==> config.mk <==
export PLATFORM = sky130hd
export DESIGN_NAME = tft_timing_gen
export DESIGN_NICKNAME = d
export VERILOG_FILES = /design/src/rtl/tft_timing_gen_pkg.sv /design/src/rtl/tft_raster_counter.sv /design/src/rtl/tft_timing_gen.sv
export SDC_FILE = /design/constraint.sdc
export NUM_CORES = 1
export LEC_CHECK = 0
export BUFFER_PORTS_ARGS = -buffer_cell sky130_fd_sc_hd__clkbuf_2
export CORE_MARGIN = 2
export CORE_UTILIZATION = 55
export DETAILED_ROUTE_END_ITERATION = 6
export GPL_TIMING_DRIVEN = 1
export MAX_ROUTING_LAYER = met4
export PLACE_DENSITY = 0.81
export SLEW_MARGIN = 40
export SYNTH_ARGS = -nofsm -noshare
export SYNTH_HDL_FRONTEND = slang
export SYNTH_SLANG_ARGS = --single-unit
==> constraint.sdc <==
create_clock -name iPixelClk -period 3.3 [get_ports iPixelClk]
set_clock_uncertainty 0.05 [all_clocks]
set_input_delay 0.165 -clock iPixelClk [delete_from_list [all_inputs] [get_ports iPixelClk]]
set_output_delay 0.165 -clock iPixelClk [all_outputs]
set_load 0.005 [all_outputs]
==> src/rtl/tft_timing_gen_pkg.sv <==
// rtl/tft_timing_gen_pkg.sv - shared timing defaults, FSM encoding and pixel constants for the TFT timing generator
package tft_timing_gen_pkg;

    localparam int DEF_H_ACTIVE = 480;
    localparam int DEF_H_FP     = 2;
    localparam int DEF_H_SYNC   = 41;
    localparam int DEF_H_BP     = 2;
    localparam int DEF_V_ACTIVE = 272;
    localparam int DEF_V_FP     = 2;
    localparam int DEF_V_SYNC   = 10;
    localparam int DEF_V_BP     = 2;

    localparam int DEF_H_TOTAL = DEF_H_ACTIVE + DEF_H_FP + DEF_H_SYNC + DEF_H_BP;
    localparam int DEF_V_TOTAL = DEF_V_ACTIVE + DEF_V_FP + DEF_V_SYNC + DEF_V_BP;

    typedef enum logic [1:0] {
        IDLE  = 2'd0,
        RUN   = 2'd1,
        DRAIN = 2'd2
    } tftState;

    localparam logic [15:0] RGB565_BLACK = 16'h0000;

    // One spare code so a window end equal to the total still fits the counter width.
    function automatic int cntWidth(input int total);
        return $clog2(total + 1);
    endfunction

endpackage

==> src/rtl/tft_raster_counter.sv <==
// rtl/tft_raster_counter.sv - hCnt/vCnt raster pair with region, sync-window and frame-boundary flags
module tft_raster_counter
    import tft_timing_gen_pkg::*;
#(
    parameter int H_ACTIVE = DEF_H_ACTIVE,
    parameter int H_FP     = DEF_H_FP,
    parameter int H_SYNC   = DEF_H_SYNC,
    parameter int H_BP     = DEF_H_BP,
    parameter int V_ACTIVE = DEF_V_ACTIVE,
    parameter int V_FP     = DEF_V_FP,
    parameter int V_SYNC   = DEF_V_SYNC,
    parameter int V_BP     = DEF_V_BP
) (
    input  logic iClk,
    input  logic iRst,
    input  logic iClear,
    input  logic iAdvance,
    output logic oActive,
    output logic oHsyncWin,
    output logic oVsyncWin,
    output logic oFrameEnd,
    output logic oFrameOrigin
);

    localparam int H_TOTAL = H_ACTIVE + H_FP + H_SYNC + H_BP;
    localparam int V_TOTAL = V_ACTIVE + V_FP + V_SYNC + V_BP;
    localparam int HW = cntWidth(H_TOTAL);
    localparam int VW = cntWidth(V_TOTAL);

    localparam logic [HW-1:0] H_LAST       = HW'(H_TOTAL - 1);
    localparam logic [HW-1:0] H_ACT_END    = HW'(H_ACTIVE);
    localparam logic [HW-1:0] H_SYNC_START = HW'(H_ACTIVE + H_FP);
    localparam logic [HW-1:0] H_SYNC_END   = HW'(H_ACTIVE + H_FP + H_SYNC);
    localparam logic [VW-1:0] V_LAST       = VW'(V_TOTAL - 1);
    localparam logic [VW-1:0] V_ACT_END    = VW'(V_ACTIVE);
    localparam logic [VW-1:0] V_SYNC_START = VW'(V_ACTIVE + V_FP);
    localparam logic [VW-1:0] V_SYNC_END   = VW'(V_ACTIVE + V_FP + V_SYNC);

    logic [HW-1:0] hCnt;
    logic [VW-1:0] vCnt;

    always_ff @(posedge iClk) begin
        if (iRst || iClear) begin
            hCnt <= '0;
            vCnt <= '0;
        end else if (iAdvance) begin
            if (hCnt == H_LAST) begin
                hCnt <= '0;
                vCnt <= (vCnt == V_LAST) ? '0 : vCnt + 1'b1;
            end else begin
                hCnt <= hCnt + 1'b1;
            end
        end
    end

    assign oActive      = (hCnt < H_ACT_END) && (vCnt < V_ACT_END);
    assign oHsyncWin    = (hCnt >= H_SYNC_START) && (hCnt < H_SYNC_END);
    assign oVsyncWin    = (vCnt >= V_SYNC_START) && (vCnt < V_SYNC_END);
    assign oFrameEnd    = (hCnt == H_LAST) && (vCnt == V_LAST);
    assign oFrameOrigin = (hCnt == '0) && (vCnt == '0);

endmodule

==> src/rtl/tft_timing_gen.sv <==
// rtl/tft_timing_gen.sv - TFT video timing generator and frame-buffer pixel pacer
module tft_timing_gen
    import tft_timing_gen_pkg::*;
#(
    parameter int H_ACTIVE        = DEF_H_ACTIVE,
    parameter int H_FP            = DEF_H_FP,
    parameter int H_SYNC          = DEF_H_SYNC,
    parameter int H_BP            = DEF_H_BP,
    parameter int V_ACTIVE        = DEF_V_ACTIVE,
    parameter int V_FP            = DEF_V_FP,
    parameter int V_SYNC          = DEF_V_SYNC,
    parameter int V_BP            = DEF_V_BP,
    parameter int SYNC_ACTIVE_LOW = 1
) (
    input  logic        iPixelClk,
    input  logic        iSysRst,
    input  logic        iEnable,
    input  logic [15:0] iPixelData,
    input  logic        iPixelValid,
    output logic        oPixelReady,
    output logic [15:0] oPixel,
    output logic        oVde,
    output logic        oHsync,
    output logic        oVsync,
    output logic        oFrameStart,
    output logic        oUnderflow,
    output logic [15:0] oUnderflowCnt
);

    localparam logic SYNC_OFF = (SYNC_ACTIVE_LOW != 0) ? 1'b1 : 1'b0;
    localparam logic SYNC_ON  = ~SYNC_OFF;

    tftState     state;
    tftState     nextState;
    logic        running;
    logic        active;
    logic        hsyncWin;
    logic        vsyncWin;
    logic        frameEnd;
    logic        frameOrigin;
    logic        starve;
    logic [15:0] underflowCnt;

    tft_raster_counter #(
        .H_ACTIVE(H_ACTIVE), .H_FP(H_FP), .H_SYNC(H_SYNC), .H_BP(H_BP),
        .V_ACTIVE(V_ACTIVE), .V_FP(V_FP), .V_SYNC(V_SYNC), .V_BP(V_BP)
    ) uRaster (
        .iClk         (iPixelClk),
        .iRst         (iSysRst),
        .iClear       (~running),
        .iAdvance     (running),
        .oActive      (active),
        .oHsyncWin    (hsyncWin),
        .oVsyncWin    (vsyncWin),
        .oFrameEnd    (frameEnd),
        .oFrameOrigin (frameOrigin)
    );

    always_ff @(posedge iPixelClk) begin
        if (iSysRst) state <= IDLE;
        else         state <= nextState;
    end

    // RUN and DRAIN share the end-of-frame decision; only there may the raster stop.
    always_comb begin
        nextState = state;
        case (state)
            IDLE:       if (iEnable) nextState = RUN;
            RUN, DRAIN: begin
                if (frameEnd && !iEnable) nextState = IDLE;
                else if (iEnable)         nextState = RUN;
                else                      nextState = DRAIN;
            end
            default:    nextState = IDLE;
        endcase
    end

    assign running     = (state != IDLE);
    assign oPixelReady = running && active;
    assign starve      = running && active && !iPixelValid;

    always_ff @(posedge iPixelClk) begin
        if (iSysRst || !running) begin
            oPixel      <= RGB565_BLACK;
            oVde        <= 1'b0;
            oHsync      <= SYNC_OFF;
            oVsync      <= SYNC_OFF;
            oFrameStart <= 1'b0;
            oUnderflow  <= 1'b0;
        end else begin
            oPixel      <= (active && iPixelValid) ? iPixelData : RGB565_BLACK;
            oVde        <= active;
            oHsync      <= hsyncWin ? SYNC_ON : SYNC_OFF;
            oVsync      <= vsyncWin ? SYNC_ON : SYNC_OFF;
            oFrameStart <= frameOrigin;
            oUnderflow  <= starve;
        end
    end

    // Starvation count survives IDLE so software can read it after a stop.
    always_ff @(posedge iPixelClk) begin
        if (iSysRst)                              underflowCnt <= 16'h0000;
        else if (starve && underflowCnt != 16'hFFFF) underflowCnt <= underflowCnt + 16'h0001;
    end

    assign oUnderflowCnt = underflowCnt;

endmodule

### After elaboration in Yosys (flattened, before gate mapping)

Cells that the tools add are included.
Widths: inputs -> output; s select.

| cells by class | value |
|---|---|
| equality and inequality tests | 6 |
| muxes and demuxes | 8 |
| order comparisons | 6 |
| reductions and logical operators | 22 |
| add/subtract/negate cells | 3 |
| bitwise operators | 2 |

Operators by type and width:

| operator | number |
|---|---|
| $lt 9x9->1 const B | 2 |
| $add 16x1->16 const B | 1 |
| $ne 16x16->1 const B | 1 |
| $add 10x1->10 const B | 1 |
| $eq 10x10->1 const B | 1 |
| $ge 10x9->1 const B | 1 |
| $logic_and 1x1->1 | 10 |
| $logic_not 10->1 | 1 |
| $lt 10x10->1 const B | 1 |
| $lt 10x9->1 const B | 1 |
| $mux 10 | 1 |
| $add 9x1->9 const B | 1 |
| $eq 9x9->1 const B | 1 |
| $ge 9x9->1 const B | 1 |
| $logic_not 9->1 | 1 |
| $mux 9 | 1 |
| $mux 2 | 3 |
| $pmux 2 s2 | 1 |
| $reduce_or 2->1 | 2 |
| $logic_not 1->1 | 3 |
| $eq 2x1->1 const B | 1 |
| $eq 2x2->1 const B | 1 |
| $logic_not 2->1 | 1 |
| $logic_or 1x1->1 | 2 |
| other kinds (5) | 7 |

| word-level totals | value |
|---|---|
| input port bits | 20 |
| bits in registers | 58 |
| output and inout bits | 38 |
| logic and storage cells | 57 |

### Logic depth before layout (Yosys ltp)

Gate-level depths: netlist (run 1).

| logic depth | value |
|---|---|
| depth in word-level cells | 5 |
| depth in mapped cells | 9 |

### By module

A second synthesis (run 1) with hierarchy kept.

| unflattened totals | value |
|---|---|
| cells, all modules | 297 |
| area total of the unflattened synthesis | 2631.3 µm² |

Modules (own cells, without submodules):

| module | area each (µm²) | instances | cells an instance |
|---|---|---|---|
| tft_timing_gen | 1542.7 | 1 | 164 |
| tft_raster_counter | 1088.5 | 1 | 133 |

### Worst setup path before layout (run 1)

No wires, ideal clock.

| timing | value |
|---|---|
| kind | flip-flop to flip-flop |
| start point | register state[0] |
| end point | register underflowCnt[8], in the netlist oUnderflowCnt[8] |
| path slack | 1.291 ns |
| clock period less this slack | 2.009 ns |
| data arrival time | 1.831 ns |
| cell stages (with the launch flop) | 9 |
| data required time | 3.122 ns |
| buffers on the path | 1 |
| cells stage by stage | dfxtp_1 inv_1 ha_1 clkbuf_8 nor2_1 nand3_2 or4b_2 xor2_1 nor2_1 |

| between the ends | value |
|---|---|
| longest elaborated chain between the ends | 4 |

RTL lines:

| element | RTL line | source |
|---|---|---|
| start: declaration | tft_timing_gen.sv:33 | `tftState state;` |
| start signal: assignment | tft_timing_gen.sv:61 | `else state <= nextState;` |
| $reduce_bool 2->1 | tft_timing_gen.sv:78 | `assign running = (state != IDLE);` |
| $logic_and 1x1->1 (2 in series) | tft_timing_gen.sv:80 | `assign starve = running && active && !iPixelValid;` |
| $logic_and 1x1->1 | tft_timing_gen.sv:103 | `else if (starve && underflowCnt != 16'hFFFF) underflowCnt <= underflowCnt + 16'h0001;` |
| end signal: assignment | tft_timing_gen.sv:103 |  |
| end: declaration | tft_timing_gen.sv:42 | `logic [15:0] underflowCnt;` |

Every way passes these cells.
A chain may end at the register's enable or synchronous reset.

### Final worst setup path (run 1)

| timing | value |
|---|---|
| start point | register underflowCnt[0], in the netlist oUnderflowCnt[0] |
| end point | register underflowCnt[14], in the netlist oUnderflowCnt[14] |

| between the ends | value |
|---|---|
| longest elaborated chain between the ends | 2 |
| elaborated cells on any way between the ends | 3 |
| classes of those cells | add/sub: 1; eq/ne: 1; reduce/logical: 1 |

RTL lines:

| element |
|---|
| parallel branches: the longest is 2 deep, another holds $add 16x1->16 |

Parallel ways; which one is timed is not known.

==> out/qor.yml, run 1 <==
syn_nets: 303
cts_root_buffer: "clkbuf_8"
stdcell_count: 410
slew_violations: 0
clock_power_share_pct: 46.1
p_per_area_mw_per_mm2: 476
remaining_drc_errors: 0
areaGrowthSynthToFinish_pct: 27.1
rsz0062_at_grt: "no"
power.leakage_nw: 1.31
post_drt_wl_per_cell_um: 14.3
period_needed_ps: 2320
p_int_mw: 1.19
synthesis.area_mm2: 0.00252
synth_common_cells: "58 x dfxtp_1, 41 x nor2_1, 18 x and2_1"
gp_congestion: 0.894
switching_share_pct: 22.2
rr_startpoint: "oUnderflowCnt[0]$_SDFFE_PP0P_"
grt_max_degree: 25
fp.coreArea_mm2: 0.00438
antenna_found_initial: 0
numCtsBuffers: 9
yosysSeqAreaShare_pct: 46.0
hold_class: "input pin to flop"
min_period_over_period_pct: 70.2
peakVddDrop_v: 0.000363
cts_tree: "built"
synth_top_cell_area_share_pct: 46.0
dr.pass1.iters: 4
critical_path_arrival_ps: 2460
cts_hold_buf: 15
status: "complete, no violations"
p_comb_share_pct: 6.6
clock_sinks: 58
power_frac_seq_pct: 47.3
cts_max_level: 3
rows: 24
synth.distinct_cells: 41
die_h_um: 71.7
grt_use_total_pct: 25.5
synthArstFlopShare_pct: 0
start_util_pct: 57.5
vias: 2249
synth_cells: 274
yosysTopAreaCell: "dfxtp_1"
die_x_um: 71.7
ys_warn_count: 0
ant_nets: 0
synthFlopType: "dfxtp_1"
end_kind: "flop"
ctsResizeCount: 0
cap_violations: 0
crit_path_end: "oUnderflowCnt[14]$_SDFFE_PP0P_"
vias_per_cell: 5.49
critical_path_required_ps: 3440
grt_pass1_vias: 2193
drive_above_1_share_pct: 22.3
critical_path_class: "flop to flop"
cp-start-kind: "flop"
setup_viol: 0
ys_seq_elements: 58
fin_setup_tns_ps: 0
io_buffers: 57
hold_slack_ps: 28.9
wirelength_um: 5860
dp_hpwl_um: 3660
crit_path_max_fanout: 5
fin_area_mm2: 0.00321
finalHoldViolCount: 0
switching_power_mw: 0.339
synth.avg_cell_area_um2: 9.21
yosys-top-cells-area: "dfxtp_1 46%, nor2_1 6.1%, xor2_1 4.9%"
num_antenna_cells: 0
die_area_mm2: 0.00514
place_area_mm2: 0.00283
overflow: 0
clkTransAtPathRegs_ps: 60
synth.most_common_cell: "dfxtp_1"
rrSetupSlack_ps: 980
cts_buffer_depth: 2
first_iter_violations: 185
ios: 58
reg2reg_depth: 6
r2r-end: "oUnderflowCnt[14]$_SDFFE_PP0P_"
dpl.cell_count: 378
max_freq_mhz: 432
worstSkewPairLatency_ps: 330
min_path_cells: 2
cts_setup_buffers: 0
relSlewSlack_pct: 49.4
grt_pass1_wl_um: 9920
tightestPinTransition_ps: 753
crit_start: "oUnderflowCnt[0]$_SDFFE_PP0P_"
synth-edff-count: 0
nets: 382
## cells in the final DEF, fill, tap and decap left out, types with 2 or more instances in the layout
master,synthesis,final
a211oi_1,5,5
a21oi_1,6,6
and2_1,18,18
and3_1,3,3
bufinv_16,0,2
clkbuf_1,3,2
clkbuf_2,0,57
clkbuf_8,1,9
clkinv_2,0,2
dfxtp_1,58,58
dlygate4sd3_1,0,16
ha_1,9,9
inv_1,14,14
mux2i_1,3,3
nand2_1,16,16
nand3_1,12,12
nand4_1,11,11
nand4b_1,5,5
nor2_1,41,41
nor3_1,9,8
nor3b_1,2,2
o21ai_0,6,6
or3_1,6,6
or4_1,2,2
or4b_2,2,2
xnor2_1,10,10
xor2_1,14,14
## cell type report
type	count	area [um2]
Fill cell	310	1180
Tap cell	52	65.1
Sequential cell	58	1160
Clock buffer	11	131
Timing Repair Buffer	74	453
Multi-Input combinational cell	196	1260
Clock inverter	5	78.8
Inverter	14	52.6
## flip-flops by register name (all words and copies together) (netlist names)
signal / cells
oPixel: 16
oUnderflowCnt: 16
uRaster.hCnt: 10
uRaster.vCnt: 9
state: 2
oFrameStart: 1
oHsync: 1
oUnderflow: 1
oVde: 1
oVsync: 1
## metrics by stage
stage / total power, mW / util (%) / setup WS (ps)
global route: 1.58 / 73.1 / 883
CTS: 1.53 / 72.8 / 1000
global placement: 0.818 / 64.6 / 1160
detailed placement: 0.819 / 64.6 / 1090
finish: 1.53 / 73.1 / 983
floorplan: 0.788 / - / 1290
## per-layer routing
| layer | vias to the layer above | track usage, % | share of wire (%) | wire (um) |
|---|---|---|---|---|
| met5 | - | - | 0 | 0 |
| met4 | 0 | 8.39 | 1.4 | 80 |
| met1 | 1057 | 28.3 | 40 | 2330 |
| met3 | 8 | 5.91 | 5.2 | 307 |
| li1 | 1111 | - | - | - |
| met2 | 73 | 45.1 | 54 | 3140 |
## worst min-delay path by stage
stage / to / slack, ps / startpoint
after CTS: oPixel[7]$_SDFF_PP0_ / 0.08 / iPixelData[7]
after global routing: oUnderflow$_SDFF_PP0_ / 50 / iPixelValid
after floorplan: oUnderflowCnt[14]$_SDFFE_PP0P_ / 190 / iSysRst
after detailed placement: oPixel[6]$_SDFF_PP0_ / 320 / iPixelData[6]
after global placement: oPixel[4]$_SDFF_PP0_ / 310 / iPixelData[4]
final: state[1]$_SDFFE_PP0P_ / 30 / iEnable
## power groups by stage
stage	Clock, mW	Combinational [mW]	Sequential, mW
floorplan	0	0.0508	0.737
global placement	0	0.0815	0.736
detailed placement	0	0.0826	0.737
CTS	0.711	0.0974	0.721
global route	0.749	0.112	0.722
finish	0.704	0.100	0.721
## cell families (layout without fill, tap and decap cells)
kind of cell,Yosys count,count (layout),share of synthesized area (%)
AO/OA/AOI/OAI,24,24,6.99
AND/OR/NAND/NOR,136,136,29.0
buffers and inverters,20,104,4.02
flip-flops,58,58,46.0
multiplexers,3,3,1.19
adder cells (fa/ha/maj),9,9,4.46
XOR/XNOR,24,24,8.33
## worst max-delay path: stages (launching register included)
cell and delay, ps:
dfxtp_1 410, ha_1 200, nand3_1 150, nor3_1 480, or4b_2 650, nor3_1 170
a211oi_1 80
(Power assumes the default switching activity.)
==> inputs of run 2 (changes only) <==
CORE_UTILIZATION = 48   (was 55)
PLACE_DENSITY = 0.75   (was 0.81)
clock period = 1.89 ns   (was 3.3 ns; I/O delays follow)
==> out/qor.yml, run 2 (synthesized netlist as in run 1, its figures left out) <==
dr.pass1.iters: 4  # unchanged
path_cells: "o41ai_4 > nand3_4 > buf_6 > a2111o_1 > or3_1 > a21oi_2"  # was ha_1 > nand3_1 > nor3_1 > or4b_2 > nor3_1 > a211oi_1
cp-start-kind: "flop"  # unchanged
period_needed_ps: 2000  # was 2320 ps
p_per_area_mw_per_mm2: 708  # was 476 mW/mm2
num_antenna_cells: 0  # unchanged
gp_congestion: 0.822  # was 0.894
clkTransAtPathRegs_ps: 70  # was 60 ps
grt_pass1_wl_um: 10300  # was 9920 um
clock_sinks: 58  # unchanged
worst-path-buf-inv: 1  # was 0
crit_path_max_incr_delay_ps: 420  # was 650 ps
hold_start: "uRaster.hCnt[0]$_SDFFE_PP0N_"  # was iEnable
min_period_over_period_pct: 106  # was 70.2%
fillers: 379  # was 310
rsz0062_at_grt: "yes"  # was no
worstSkewPairLatency_ps: 330  # about the same
layout_common_cells: "57 x clkbuf_2, 55 x dfxtp_1, 40 x nor2_1, 34 x buf_4, 19 x dlygate4sd3_1"  # was 58 x dfxtp_1, 57 x clkbuf_2, 41 x nor2_1, 18 x and2_1
slew_violations: 0  # unchanged
cts_tree: "built"  # unchanged
register_area_mm2: 0.00116  # about the same
p_int_mw: 1.98  # was 1.19 mW
status: "finished, violations left"  # was complete, no violations
wirelength_um: 6210  # was 5860 um
hold_class: "flop to flop"  # was input pin to flop
critical_path_arrival_ps: 2220  # was 2460 ps
rr_startpoint: "uRaster.vCnt[4]$_SDFFE_PP0P_"  # was oUnderflowCnt[0]$_SDFFE_PP0P_
p_comb_share_pct: 9.6  # was 6.6%
switching_power_mw: 0.613  # was 0.339 mW
use_met3_pct: 5.21  # was 5.91%
first_iter_violations: 131  # was 185
finalHoldViolCount: 0  # unchanged
rows: 26  # was 24
post_drt_wl_per_cell_um: 13.3  # was 14.3 um
overflow: 0  # unchanged
cap_violations: 0  # unchanged
slowest_stage: "o41ai_4"  # was or4b_2
cts_buffer_depth: 2  # unchanged
remaining_drc_errors: 0  # unchanged
grt_use_total_pct: 22.4  # was 25.5%
antenna_found_initial: 0  # unchanged
cts_root_buffer: "clkbuf_8"  # unchanged
dp_slack_ps: -108  # was 1090 ps
die_h_um: 76.5  # was 71.7 um
power_frac_seq_pct: 48.5  # was 47.3%
top_usage_layer: "met2"  # unchanged
use_met2_pct: 36.2  # was 45.1%
drive_above_1_share_pct: 35.4  # was 22.3%
grt_pass1_vias: 2351  # was 2193
setup_slack_ps: -113  # was 983 ps
die_x_um: 76.5  # was 71.7 um
ant_nets: 0  # unchanged
cts_max_level: 3  # unchanged
power.leakage_nw: 1.51  # was 1.31 nW
ios: 58  # unchanged
final_common_cell: "clkbuf_2"  # was dfxtp_1
nets: 422  # was 382
vias_per_cell: 5.16  # was 5.49
end_kind: "flop"  # unchanged
relSlewSlack_pct: 70.3  # was 49.4%
max_freq_mhz: 499  # was 432 MHz
clock_power_share_pct: 41.9  # was 46.1%
areaGrowthSynthToFinish_pct: 45.3  # was 27.1%
fp.coreArea_mm2: 0.00507  # was 0.00438 mm2
setup_viol: 6  # was 0
die_area_mm2: 0.00585  # was 0.00514 mm2
multi_input_area_mm2: 0.00141  # was 0.00126 mm2
vias: 2415  # was 2249
critical_path_class: "flop to flop"  # unchanged
start_util_pct: 49.7  # was 57.5%
tightestPinTransition_ps: 444  # was 753 ps
fin_setup_tns_ps: -387  # was 0 ps
grt_max_degree: 22  # was 25
switching_share_pct: 23.6  # was 22.2%
violations: "negative setup slack"
path_delay_family: "compound AO/OA/AOI/OAI gates"  # was simple AND/OR/NAND/NOR gates
crit_path_max_fanout: 6  # was 5
peakVddDrop_v: 0.000575  # was 0.000363 V
grtUsageMet1_pct: 26.1  # was 28.3%
crit_start: "uRaster.vCnt[4]$_SDFFE_PP0P_"  # was oUnderflowCnt[0]$_SDFFE_PP0P_
dp_hpwl_um: 4050  # was 3660 um
critical_path_required_ps: 2110  # was 3440 ps
io_buffers: 57  # unchanged
numCtsBuffers: 9  # unchanged
run 2: layout make-up:
type	instances	area share, %
Timing Repair Buffer	113	20.9
Clock buffer	10	3.48
Clock inverter	6	1.57
Sequential cell	58	31.8
Multi-Input combinational cell	197	38.5
Tap cell	70	2.39
Inverter	14	1.43
run 2: layer usage:
| metal | part of all wire [%] | vias to the layer above |
|---|---|---|
| met4 | 2.3 | 0 |
| li1 | - | 1188 |
| met5 | 0 | - |
| met1 | 44 | 1138 |
| met3 | 5.6 | 14 |
| met2 | 48 | 75 |
run 2: what timing repair did:
action	in CTS	in global routing
hold buffers	19	0
gates cloned	1	0
pin swaps	9	9
setup buffers	3	5
setup endpoints to repair	13	45
resized for setup	3	30
hold endpoints to repair	19	0
run 2: worst paths after layout:
check | endpoint | slack [ps] | cells past startpoint
setup reg to reg | oUnderflowCnt[7]$_SDFFE_PP0P_ | -110 | 6
hold reg to reg | uRaster.hCnt[0]$_SDFFE_PP0N_ | 440 | 1
hold / removal | uRaster.hCnt[0]$_SDFFE_PP0N_ | 440 | 1
setup / recovery | oUnderflowCnt[7]$_SDFFE_PP0P_ | -110 | 6
run 2: power groups by stage:
stage,clock network [mW],logic (mW),registers (mW)
after floorplan,0,0.0902,1.29
final,1.09,0.249,1.26
after CTS,1.10,0.217,1.26
after global routing,1.17,0.274,1.26
after global placement,0,0.170,1.28
after detailed placement,0,0.175,1.29
run 2: stage by stage:
stage / cells / total power [mW] / cell area (um2) / hold slack, ps / util, %
after global placement: 424 / 1.45 / 3080 / 244 / 60.8
after CTS: 463 / 2.58 / 3500 / 442 / 69.0
final: 468 / 2.59 / 3670 / 439 / 72.2
after floorplan: 274 / 1.38 / 2540 / 117 / -
after detailed placement: 424 / 1.46 / 3080 / 246 / 60.8
after global routing: 468 / 2.70 / 3670 / 461 / 72.2
